File: src/rtl/keypad_pkg.sv
// keypad_pkg
// Shared definitions for the 3x3 keypad scanner and its debounce stage.
//   - Matrix geometry (NUM_ROWS, NUM_COLS, NUM_KEYS)
//   - Special frame codes KEY_NONE / KEY_MULTI
//   - Debounce state encoding
//   - frame_t: one frame code plus its one-cycle valid flag
//   - Helpers: is_key() and encode_frame()
package keypad_pkg;

    localparam int NUM_ROWS = 3;
    localparam int NUM_COLS = 3;
    localparam int NUM_KEYS = NUM_ROWS * NUM_COLS;

    localparam logic [3:0] KEY_NONE  = 4'd0;
    localparam logic [3:0] KEY_MULTI = 4'hF;

    localparam logic [1:0] ST_IDLE            = 2'd0;
    localparam logic [1:0] ST_CONFIRM_PRESS   = 2'd1;
    localparam logic [1:0] ST_HELD            = 2'd2;
    localparam logic [1:0] ST_CONFIRM_RELEASE = 2'd3;

    typedef struct packed {
        logic [3:0] code;
        logic       valid;
    } frame_t;

    // True for a single real key code 1..9 (never NONE or MULTI).
    function automatic logic is_key(input logic [3:0] code);
        return (code >= 4'd1) && (code <= 4'd9);
    endfunction

    // Reduce a full-frame pressed map (bit r*3+c, active-high) to a frame code.
    function automatic logic [3:0] encode_frame(input logic [NUM_KEYS-1:0] pressed);
        logic [3:0] hits;
        logic [3:0] code;
        hits = 4'd0;
        code = KEY_NONE;
        for (int i = 0; i < NUM_KEYS; i++) begin
            if (pressed[i]) begin
                hits = hits + 4'd1;
                code = 4'(i + 1);
            end
        end
        if (hits > 4'd1) begin
            code = KEY_MULTI;
        end
        return code;
    endfunction

endpackage

File: src/rtl/keypad_scanner_debounce.sv
// key_debounce
// Debounce FSM fed with one frame code per completed keypad frame.
//   clk_i          in   system clock
//   rst_ni         in   asynchronous active-low reset
//   frame_code_i   in   4-bit frame code (NONE, 1..9, MULTI)
//   frame_valid_i  in   one-cycle strobe marking a new frame code
//   button_o       out  last accepted key code (0 until the first press)
//   bstate_o       out  high while the accepted key is held
//   press_o        out  one-cycle strobe on the cycle bstate_o rises
module key_debounce
    import keypad_pkg::*;
#(
    parameter int DEBOUNCE_SCANS = 8
) (
    input  logic       clk_i,
    input  logic       rst_ni,
    input  logic [3:0] frame_code_i,
    input  logic       frame_valid_i,
    output logic [3:0] button_o,
    output logic       bstate_o,
    output logic       press_o
);

    localparam int CNT_W = $clog2(DEBOUNCE_SCANS + 1);
    localparam logic [CNT_W-1:0] CNT_ZERO = {CNT_W{1'b0}};
    localparam logic [CNT_W-1:0] CNT_ONE  = CNT_W'(1);
    localparam logic [CNT_W-1:0] CNT_MAX  = CNT_W'(DEBOUNCE_SCANS);
    // With a single-frame requirement the confirm states are skipped entirely.
    localparam bit SINGLE_SCAN = (DEBOUNCE_SCANS == 1);

    logic [1:0]       state_q,  state_d;
    logic [CNT_W-1:0] cnt_q,    cnt_d;
    logic [3:0]       cand_q,   cand_d;
    logic [3:0]       button_q, button_d;
    logic             bstate_q, bstate_d;
    logic             press_q,  press_d;
    logic [CNT_W-1:0] cnt_inc_s;

    // Saturating increment of the matching-frame counter.
    assign cnt_inc_s = (cnt_q == CNT_MAX) ? cnt_q : (cnt_q + CNT_ONE);

    // Next-state logic: evaluated only on frame-complete strobes.
    always_comb begin
        state_d  = state_q;
        cnt_d    = cnt_q;
        cand_d   = cand_q;
        button_d = button_q;
        bstate_d = bstate_q;
        press_d  = 1'b0;
        if (frame_valid_i) begin
            case (state_q)
                ST_IDLE: begin
                    if (is_key(frame_code_i)) begin
                        cand_d = frame_code_i;
                        if (SINGLE_SCAN) begin
                            state_d  = ST_HELD;
                            cnt_d    = CNT_ZERO;
                            button_d = frame_code_i;
                            bstate_d = 1'b1;
                            press_d  = 1'b1;
                        end else begin
                            state_d = ST_CONFIRM_PRESS;
                            cnt_d   = CNT_ONE;
                        end
                    end else begin
                        state_d = ST_IDLE;
                        cnt_d   = CNT_ZERO;
                    end
                end
                ST_CONFIRM_PRESS: begin
                    if (frame_code_i == cand_q) begin
                        if (cnt_inc_s == CNT_MAX) begin
                            state_d  = ST_HELD;
                            cnt_d    = CNT_ZERO;
                            button_d = cand_q;
                            bstate_d = 1'b1;
                            press_d  = 1'b1;
                        end else begin
                            cnt_d = cnt_inc_s;
                        end
                    end else begin
                        // Aborting frame is discarded, not taken as a new candidate.
                        state_d = ST_IDLE;
                        cnt_d   = CNT_ZERO;
                    end
                end
                ST_HELD: begin
                    if (frame_code_i == button_q) begin
                        state_d = ST_HELD;
                    end else if (SINGLE_SCAN) begin
                        state_d  = ST_IDLE;
                        cnt_d    = CNT_ZERO;
                        bstate_d = 1'b0;
                    end else begin
                        state_d = ST_CONFIRM_RELEASE;
                        cnt_d   = CNT_ONE;
                    end
                end
                ST_CONFIRM_RELEASE: begin
                    if (frame_code_i == button_q) begin
                        state_d = ST_HELD;
                        cnt_d   = CNT_ZERO;
                    end else if (cnt_inc_s == CNT_MAX) begin
                        state_d  = ST_IDLE;
                        cnt_d    = CNT_ZERO;
                        bstate_d = 1'b0;
                    end else begin
                        cnt_d = cnt_inc_s;
                    end
                end
                default: begin
                    state_d  = ST_IDLE;
                    cnt_d    = CNT_ZERO;
                    bstate_d = 1'b0;
                end
            endcase
        end else begin
            press_d = 1'b0;
        end
    end

    // State, counter and registered outputs.
    always_ff @(posedge clk_i or negedge rst_ni) begin
        if (!rst_ni) begin
            state_q  <= ST_IDLE;
            cnt_q    <= CNT_ZERO;
            cand_q   <= KEY_NONE;
            button_q <= KEY_NONE;
            bstate_q <= 1'b0;
            press_q  <= 1'b0;
        end else begin
            state_q  <= state_d;
            cnt_q    <= cnt_d;
            cand_q   <= cand_d;
            button_q <= button_d;
            bstate_q <= bstate_d;
            press_q  <= press_d;
        end
    end

    assign button_o = button_q;
    assign bstate_o = bstate_q;
    assign press_o  = press_q;

endmodule

File: src/rtl/keypad_scanner.sv
// keypad_scanner
// Scans a 3x3 matrix keypad one row at a time, synchronises the columns,
// builds one frame code per full scan and debounces it into a clean key.
//   hwclk        in   system clock
//   resetN       in   asynchronous active-low reset
//   keypad_r1..3 out  active-low row drives, exactly one low at a time
//   keypad_c1..3 in   pulled-up columns, low = key in driven row pressed
//   button       out  debounced key code 1..9 (0 until the first press)
//   bstate       out  high while the debounced key is held
//   press        out  one-cycle strobe when bstate rises
module keypad_scanner
    import keypad_pkg::*;
#(
    parameter int SCAN_CYCLES    = 12000,
    parameter int DEBOUNCE_SCANS = 8
) (
    input  logic       hwclk,
    input  logic       resetN,
    output logic       keypad_r1,
    output logic       keypad_r2,
    output logic       keypad_r3,
    input  logic       keypad_c1,
    input  logic       keypad_c2,
    input  logic       keypad_c3,
    output logic [3:0] button,
    output logic       bstate,
    output logic       press
);

    localparam int SLOT_W = $clog2(SCAN_CYCLES);
    localparam logic [SLOT_W-1:0] SLOT_LAST = SLOT_W'(SCAN_CYCLES - 1);
    localparam logic [SLOT_W-1:0] SLOT_ZERO = {SLOT_W{1'b0}};
    localparam logic [SLOT_W-1:0] SLOT_ONE  = SLOT_W'(1);

    logic [SLOT_W-1:0]   slot_q,    slot_d;
    logic [1:0]          row_idx_q, row_idx_d;
    logic [2:0]          row_n_q,   row_n_d;
    logic [2:0]          col_meta_q;
    logic [2:0]          col_sync_q;
    logic [NUM_COLS-1:0] cap0_q,    cap0_d;
    logic [NUM_COLS-1:0] cap1_q,    cap1_d;
    frame_t              frame_q,   frame_d;
    logic                slot_end_s;
    logic [NUM_COLS-1:0] pressed_s;

    assign slot_end_s = (slot_q == SLOT_LAST);
    assign pressed_s  = ~col_sync_q;

    // Two-flop column synchronisers; reset to the idle (pulled-up) level.
    always_ff @(posedge hwclk or negedge resetN) begin
        if (!resetN) begin
            col_meta_q <= 3'b111;
            col_sync_q <= 3'b111;
        end else begin
            col_meta_q <= {keypad_c3, keypad_c2, keypad_c1};
            col_sync_q <= col_meta_q;
        end
    end

    // Slot counter, row rotation, per-row capture and frame encoding.
    always_comb begin
        slot_d       = slot_q;
        row_idx_d    = row_idx_q;
        row_n_d      = row_n_q;
        cap0_d       = cap0_q;
        cap1_d       = cap1_q;
        frame_d.code = frame_q.code;
        frame_d.valid = 1'b0;
        if (slot_end_s) begin
            slot_d = SLOT_ZERO;
            case (row_idx_q)
                2'd0: begin
                    cap0_d    = pressed_s;
                    row_idx_d = 2'd1;
                    row_n_d   = 3'b101;
                end
                2'd1: begin
                    cap1_d    = pressed_s;
                    row_idx_d = 2'd2;
                    row_n_d   = 3'b011;
                end
                2'd2: begin
                    // Row 3 capture closes the frame using the two stored rows.
                    frame_d.code  = encode_frame({pressed_s, cap1_q, cap0_q});
                    frame_d.valid = 1'b1;
                    row_idx_d     = 2'd0;
                    row_n_d       = 3'b110;
                end
                default: begin
                    row_idx_d = 2'd0;
                    row_n_d   = 3'b110;
                end
            endcase
        end else begin
            slot_d = slot_q + SLOT_ONE;
        end
    end

    // Scan registers; reset returns to row slot 0 and drops any partial frame.
    always_ff @(posedge hwclk or negedge resetN) begin
        if (!resetN) begin
            slot_q    <= SLOT_ZERO;
            row_idx_q <= 2'd0;
            row_n_q   <= 3'b110;
            cap0_q    <= {NUM_COLS{1'b0}};
            cap1_q    <= {NUM_COLS{1'b0}};
            frame_q   <= '{code: KEY_NONE, valid: 1'b0};
        end else begin
            slot_q    <= slot_d;
            row_idx_q <= row_idx_d;
            row_n_q   <= row_n_d;
            cap0_q    <= cap0_d;
            cap1_q    <= cap1_d;
            frame_q   <= frame_d;
        end
    end

    assign keypad_r1 = row_n_q[0];
    assign keypad_r2 = row_n_q[1];
    assign keypad_r3 = row_n_q[2];

    key_debounce #(
        .DEBOUNCE_SCANS(DEBOUNCE_SCANS)
    ) u_debounce (
        .clk_i         (hwclk),
        .rst_ni        (resetN),
        .frame_code_i  (frame_q.code),
        .frame_valid_i (frame_q.valid),
        .button_o      (button),
        .bstate_o      (bstate),
        .press_o       (press)
    );

endmodule

File: config.mk
export PLATFORM = sky130hd
export DESIGN_NAME = keypad_scanner
export DESIGN_NICKNAME = d
export VERILOG_FILES = /design/src/rtl/keypad_pkg.sv /design/src/rtl/keypad_scanner_debounce.sv /design/src/rtl/keypad_scanner.sv
export SDC_FILE = /design/constraint.sdc
export NUM_CORES = 1
export LEC_CHECK = 0
export ABC_CLOCK_PERIOD_IN_PS = 5920
export BUFFER_PORTS_ARGS = -buffer_cell sky130_fd_sc_hd__buf_4
export CAP_MARGIN = 20
export CORE_ASPECT_RATIO = 0.5
export CORE_UTILIZATION = 50
export CTS_CLUSTER_SIZE = 30
export DETAILED_ROUTE_END_ITERATION = 10
export HOLD_SLACK_MARGIN = 0.03
export PLACE_DENSITY_LB_ADDON = 0.15
export SLEW_MARGIN = 20
export SYNTH_ARGS = -nofsm -noshare
export SYNTH_HDL_FRONTEND = slang
export SYNTH_HIERARCHICAL = 1
export SYNTH_SLANG_ARGS = --single-unit
File: constraint.sdc
create_clock -name hwclk -period 5.92 [get_ports hwclk]
set_clock_uncertainty 0.05 [all_clocks]
set_input_delay 0.592 -clock hwclk [delete_from_list [all_inputs] [get_ports hwclk]]
set_output_delay 0.592 -clock hwclk [all_outputs]
set_load 0.01 [all_outputs]
==> results of run 1 <==
Yosys cell counts, types with 3 or more instances:
cell and instances:
xor2_1 19, o22ai_1 3, a31oi_1 3, and2_1 3, nand2b_1 5, clkbuf_1 9, nand2_1 27, nand3_1 17
nand3b_1 4, xnor2_1 20, mux2_2 8, a21boi_0 3, a21oi_1 4, inv_1 12, o21ai_0 18, nor2_1 28
nor2b_1 7, nor4_1 3, and3_1 4, or3_1 3, nand4_1 4, dfstp_2 8, dfrtp_1 44, ha_1 14
layer usage:
layer | wire length, um | global-route usage
met2 | 2580 | 0.315
met3 | 193 | 0.0443
met5 | 0 | 0
met4 | 29 | 0.0408
met1 | 2750 | 0.248
final timing paths:
path                                       to           from
setup / recovery                   frame_q[4]      cap0_q[0]
hold / removal             u_debounce/press_o         resetN
setup reg to reg                   frame_q[4]      cap0_q[0]
hold reg to reg                 col_sync_q[1]  col_meta_q[1]
max in group asynchronous          slot_q[10]         resetN
min in group hwclk              col_sync_q[1]  col_meta_q[1]
cells by family after synthesis:
group           after synthesis
mux                          10
fa+ha+maj                    14
flops                        52
simple gates                121
compound gates               56
xor+xnor                     43
buf+inv                      25
per-stage QoR:
step	total power, mW	std cells	hold slack (ns)	utilization	setup WS (ns)
CTS	0.708	418	0.297	0.574	0.858
detailed placement	0.387	410	0.297	0.547	0.897
global placement	0.386	410	0.296	0.547	1.10
floorplan	0.375	321	0.246	-	1.59
global route	0.724	418	0.311	0.574	0.475
finish	0.697	418	0.270	0.574	0.884
layout make-up:
type | instances | area share
inverters | 13 | 0.0143
repair buffers | 13 | 0.0279
clock inverters | 2 | 0.0100
well taps | 88 | 0.0314
clock buffers | 6 | 0.0368
multi-input cells | 244 | 0.505
flip-flops and latches | 52 | 0.374
power by group through the flow:
stage	combinational [mW]	clock (mW)	sequential, mW
after detailed placement	0.0174	0	0.370
after global routing	0.0194	0.341	0.363
after CTS	0.0174	0.328	0.363
final	0.0166	0.317	0.363
after floorplan	0.00892	0	0.367
after global placement	0.0165	0	0.370
sequential cells by signal (all words and copies together) (netlist names):
register	count
cap0_q	3
u_debounce/cand_q	4
col_sync_q	3
u_debounce/press_o	1
frame_q	5
row_n_q	3
u_debounce/bstate_o	1
cap1_q	3
slot_q	14
row_idx_q	2
u_debounce/state_q	2
col_meta_q	3
u_debounce/cnt_q	4
u_debounce/button_o	4
worst max-delay path, delay by kind of cell (launching register included):
kind / cells / cell delay [ns]
buffers and inverters: 2 / 0.27
DFF: 1 / 0.42
AOI/OAI and AO/OA: 5 / 0.85
and+or+nand+nor: 4 / 0.77
adders and majority gates: 3 / 0.96
xor gates and xnor gates: 5 / 1.58
==> run_results.csv, run 1 <==
group,metric,value,unit
placement,dp_hpwl,4140,um
final_layout,seq_area,1310,sq um
power_and_ir_drop,p_sw_frac,0.191,
power_and_ir_drop,powerDensity,199,nW/um^2
final_layout,multiInputGateArea,1770,sq um
final_layout,area_growth,9.85,%
yosys,synth_edf_count,0,
clock_network,cts_root_buf,"clkbuf_16",
power_and_ir_drop,power_frac_clock,0.455,
drt,viasPerCell,5.53,
final_layout,fillers,547,
sta,maxSlewHeadroom,0.576,
yosys,syn_nets,340,
drt,drt-total-wl,5560,um
global_route,grt_overflow,0,
yosys,synth_top_area_frac,0.345,
yosys,async_flop_share,1.00,
yosys,ys_ff_latch,52,
sta,setup_viol_count_final,0,
yosys,yosys_warnings,6,
placement,placed_area,3340,sq um
die,die_x,115,um
setup_path,worstPathRequired,6.03,ns
final_layout,layout_commonest_cell,"dfrtp_1",
yosys,avgSynthCellArea,9.93,sq um
die,fp.coreArea,6110,sq um
yosys,synth_xor_area_frac,0.139,
global_route,grt_max_degree,53,
sta,period_share,0.851,
setup_path,cp-end-kind,"register",
drt,vias,2310,
final_layout,final_cell_mix,"dfrtp_1 (44), nor2_1 (28), nand2_1 (27)",
power_and_ir_drop,pwr-share-comb,0.024,
sta,finalSetupTns,0,ns
global_route,gr-usage-all-layers,0.187,
drt,drc,0,
clock_network,clk_pin_slew,0.06,ns
setup_path,arrival,5.14,ns
run,maxCapViolations,0,
setup_path,crit_chain,"inv_1, ha_1, xnor3_1, clkinv_2, ha_1, nand2b_1, o311a_1, a22oi_1, xor2_1, o21ai_0, ha_1, nor2b_1, xnor2_1, xnor3_1, xnor2_1, or3_1, a21boi_1, and2_1, a31oi_1",
global_route,grt_pass1_vias,2201,
sta,worst-slew-pin-transition,0.635,ns
outcome,status,"complete, no violations",
sta,period_needed,5.04,ns
clock_network,cts_max_level,2,
clock_network,cts.path.max_buffers,2,
setup_path,crit_path_start_kind,"register",
yosys,ys.flop_type,"dfrtp_1",
drt,first_pass_iters,4,
final_layout,stdcell_area,3500,sq um
drt,drtAntennaViolNets,0,
power_and_ir_drop,p_int,0.564,mW
yosys,synthMuxAreaShare,0.0345,
setup_path,ff2ff_setup_slack,0.88,ns
yosys,syn_inst,321,
global_route,grt_pass1_wl,9850,um
clock_network,insertion_delay,0.28,ns
setup_path,slowest_delay,0.81,ns
yosys,synth_top_family_by_area,"simple AND/OR/NAND/NOR gates",
die,dieArea,6720,sq um
sta,rsz0062_at_grt,"false",
yosys,synth-compound-area-share,0.119,
clock_network,cts_resized,0,
power_and_ir_drop,p_switching,0.133,mW
final_layout,antenna_cells,0,
die,io_pins,14,
clock_network,cts_buffers,5,
final_layout,finalNetCount,348,
clock_network,cts_tree,"done",
hold_path,hold_class,"in -> async",
setup_path,critPathMostFrequentCell,"ha_1",
die,start_util,0.522,
die,die_h,58.5,um
setup_path,worst_r2r_path_depth,19,
setup_path,critPathMaxFanout,10,
sta,hold_viol,0,
die,num_rows,20,
power_and_ir_drop,vdd_drop_max,0.143,mV
power_and_ir_drop,pwr-share-seq,0.521,
sta,fmax,0.199,GHz
yosys,synth-simple-area-share,0.208,
yosys,yosys.area.top_type,"dfrtp_1",
placement,io_buffers,13,
power_and_ir_drop,p_leak,1.56,nW
setup_path,criticalPathCategory,"reg -> reg",
yosys,synth_area_leaders,"dfrtp_1 (35%), dfstp_2 (6.6%), ha_1 (5.5%)",
drt,dr.first_iter.drc_count,135,
sta,drv_slew,0,
setup_path,cp_slowest_cell,"xnor3_1",
yosys,synth_fa_ha_area_frac,0.0549,
drt,wl_per_cell,13.3,um
clock_network,cts_setup_buffers,0,
clock_network,hold_buffers,0,
placement,finalWeightedCongestion,0.784,
clock_network,cts_sinks,52,
final_layout,layout-drive-gt1-share,0.155,
yosys,yosysUniqueCellTypes,63,
yosys,synth_seq_area_share,0.411,
global_route,grt_antenna_before_repair,0,
yosys,syn_area,3190,sq um
Note: power is estimated with default switching activity, not from simulation.
==> inputs of run 2 (changes only) <==
--- a/config.mk
+++ b/config.mk
@@ -8,8 +8,10 @@
 export ABC_CLOCK_PERIOD_IN_PS = 5920
 export BUFFER_PORTS_ARGS = -buffer_cell sky130_fd_sc_hd__buf_4
 export CAP_MARGIN = 20
+export CELL_PAD_IN_SITES_DETAIL_PLACEMENT = 0
+export CELL_PAD_IN_SITES_GLOBAL_PLACEMENT = 1
 export CORE_ASPECT_RATIO = 0.5
-export CORE_UTILIZATION = 50
+export CORE_UTILIZATION = 49
 export CTS_CLUSTER_SIZE = 30
 export DETAILED_ROUTE_END_ITERATION = 10
 export HOLD_SLACK_MARGIN = 0.03
==> run 2 against run 1 <==
  * Register-to-register slack barely moved
  * Hold slack barely moved
  * Cell count did not move
  * Flip-flop and latch count did not move
  * First-iteration DRC count fell by 23%
  * Sequential share of layout area rose by 0.28 points
  * Global-route usage rose by 0.13 points
  * Sequential power barely moved
  * Via count fell by 2.1%
==> run_results.csv, run 2 (synthesized netlist as in run 1, its figures left out) <==
group,metric,value,unit
outcome,status,"complete, no violations",
die,fp.coreArea,6180,sq um
clock_network,cts_root_buf,"clkbuf_16",
final_layout,layout_commonest_cell,"dfrtp_1",
run,maxCapViolations,0,
placement,io_buffers,13,
sta,setup_viol_count_final,0,
sta,worst-slew-pin-transition,0.640,ns
placement,dpl_worst_slack,0.932,ns
clock_network,hold_buffers,0,
drt,drc,0,
setup_path,critPathMaxFanout,10,
final_layout,regMostFlops,"slot_q",
die,die_x,116,um
placement,dp_hpwl,4270,um
setup_path,reg2reg_to,"frame_q[4]",
final_layout,fin_util,0.562,
setup_path,cp-end-kind,"register",
drt,wl_per_cell,13.8,um
setup_path,arrival,5.15,ns
hold_path,hold_class,"in -> async",
global_route,grt_pass1_vias,2186,
final_layout,antenna_cells,0,
setup_path,criticalPathCategory,"reg -> reg",
clock_network,insertion_delay,0.29,ns
global_route,grt_overflow,0,
sta,rsz0062_at_grt,"false",
die,dieArea,6850,sq um
drt,dr.first_iter.drc_count,104,
sta,fmax,0.198,GHz
final_layout,area_growth,9.03,%
global_route,gr-usage-all-layers,0.188,
clock_network,cts_buffers,5,
final_layout,layout-drive-gt1-share,0.152,
power_and_ir_drop,powerDensity,188,nW/um^2
drt,drt-total-wl,5780,um
drt,viasPerCell,5.41,
setup_path,ff2ff_setup_slack,0.87,ns
clock_network,cts.path.max_buffers,2,
drt,vias,2262,
die,start_util,0.516,
global_route,grt_max_degree,53,
die,die_h,59.0,um
final_layout,finalNetCount,348,
power_and_ir_drop,p_leak,1.55,nW
sta,fin_ws,0.873,ns
setup_path,worst_r2r_path_depth,19,
die,io_pins,14,
power_and_ir_drop,vdd_drop_max,0.117,mV
drt,drtAntennaViolNets,0,
clock_network,cts_sinks,52,
sta,period_needed,5.05,ns
sta,drv_slew,0,
final_layout,fillers,534,
setup_path,worstPathRequired,6.03,ns
clock_network,cts_resized,0,
final_layout,final_cell_mix,"dfrtp_1 (44), nor2_1 (28), nand2_1 (27)",
final_layout,largest_reg_flops,14,
final_layout,stdcell_area,3480,sq um
placement,placed_area,3340,sq um
global_route,grt_pass1_wl,9920,um
sta,holdWs,0.270,ns
clock_network,cts_max_level,2,
sta,period_share,0.852,
setup_path,timing.rr.start,"cap0_q[0]",
clock_network,cts_setup_buffers,0,
sta,maxSlewHeadroom,0.573,
die,num_rows,20,
drt,first_pass_iters,4,
setup_path,crit_path_start_kind,"register",
sta,hold_viol,0,
clock_network,cts_tree,"done",
global_route,grt_antenna_before_repair,0,
clock_network,clk_pin_slew,0.06,ns
final_layout,biggestRegsByFlops,"slot_q x14, frame_q x5",
sta,finalSetupTns,0,ns
placement,finalWeightedCongestion,0.802,
run 2: worst max-delay path, cell delays in order (launching register included):
cell,delay (ns)
dfrtp_1,0.41
inv_1,0.08
ha_1,0.39
xnor3_1,0.81
clkinv_2,0.18
ha_1,0.38
nand2b_1,0.16
o311a_1,0.14
a22oi_1,0.32
xor2_1,0.19
o21ai_0,0.09
ha_1,0.19
nor2b_1,0.13
xnor2_1,0.18
xnor3_1,0.29
xnor2_1,0.14
or3_1,0.31
a21boi_1,0.20
and2_1,0.18
a31oi_1,0.09
run 2: worst max path at each step:
| stage | from | end | slack (ns) | depth (start not counted) |
|---|---|---|---|---|
| after detailed placement | cap0_q[0] | frame_q[4] | 0.93 | 19 |
| final | cap0_q[0] | frame_q[4] | 0.87 | 19 |
| after CTS | cap0_q[0] | frame_q[4] | 0.89 | 19 |
| after global routing | cap0_q[1] | frame_q[4] | 0.52 | 18 |
| after global placement | cap0_q[0] | frame_q[4] | 1.08 | 19 |
| after floorplan | cap0_q[0] | frame_q[4] | 1.59 | 20 |
run 2: per-layer routing:
metal | track usage | part of all wire
met1 | 0.243 | 0.48
met2 | 0.317 | 0.47
met5 | 0 | 0
met3 | 0.0562 | 0.039
met4 | 0.0385 | 0.0050
run 2: final cells by class:
type	count	area, sq um	area share
Clock buffer	7	133	0.0382
Timing Repair Buffer	13	97.6	0.0281
Sequential cell	52	1310	0.377
Clock inverter	1	5.00	0.00144
Inverter	13	50.0	0.0144
Tap cell	88	110	0.0317
Multi-Input combinational cell	244	1770	0.509
run 2: report_power, final:
| part | switching [mW] | total, mW | leakage, nW | internal [mW] |
|---|---|---|---|---|
| registers | 0.00404 | 0.363 | 0.684 | 0.359 |
| clock network | 0.117 | 0.274 | 0.0679 | 0.156 |
| logic | 0.0104 | 0.0166 | 0.798 | 0.00618 |
| total | 0.132 | 0.654 | 1.55 | 0.522 |
run 2: stage by stage:
step / cells / total power [mW]
6_report: 418 / 0.654
3_5_place_dp: 410 / 0.387
2_1_floorplan: 321 / 0.375
4_1_cts: 418 / 0.664
3_3_place_gp: 410 / 0.386
5_1_grt: 418 / 0.682
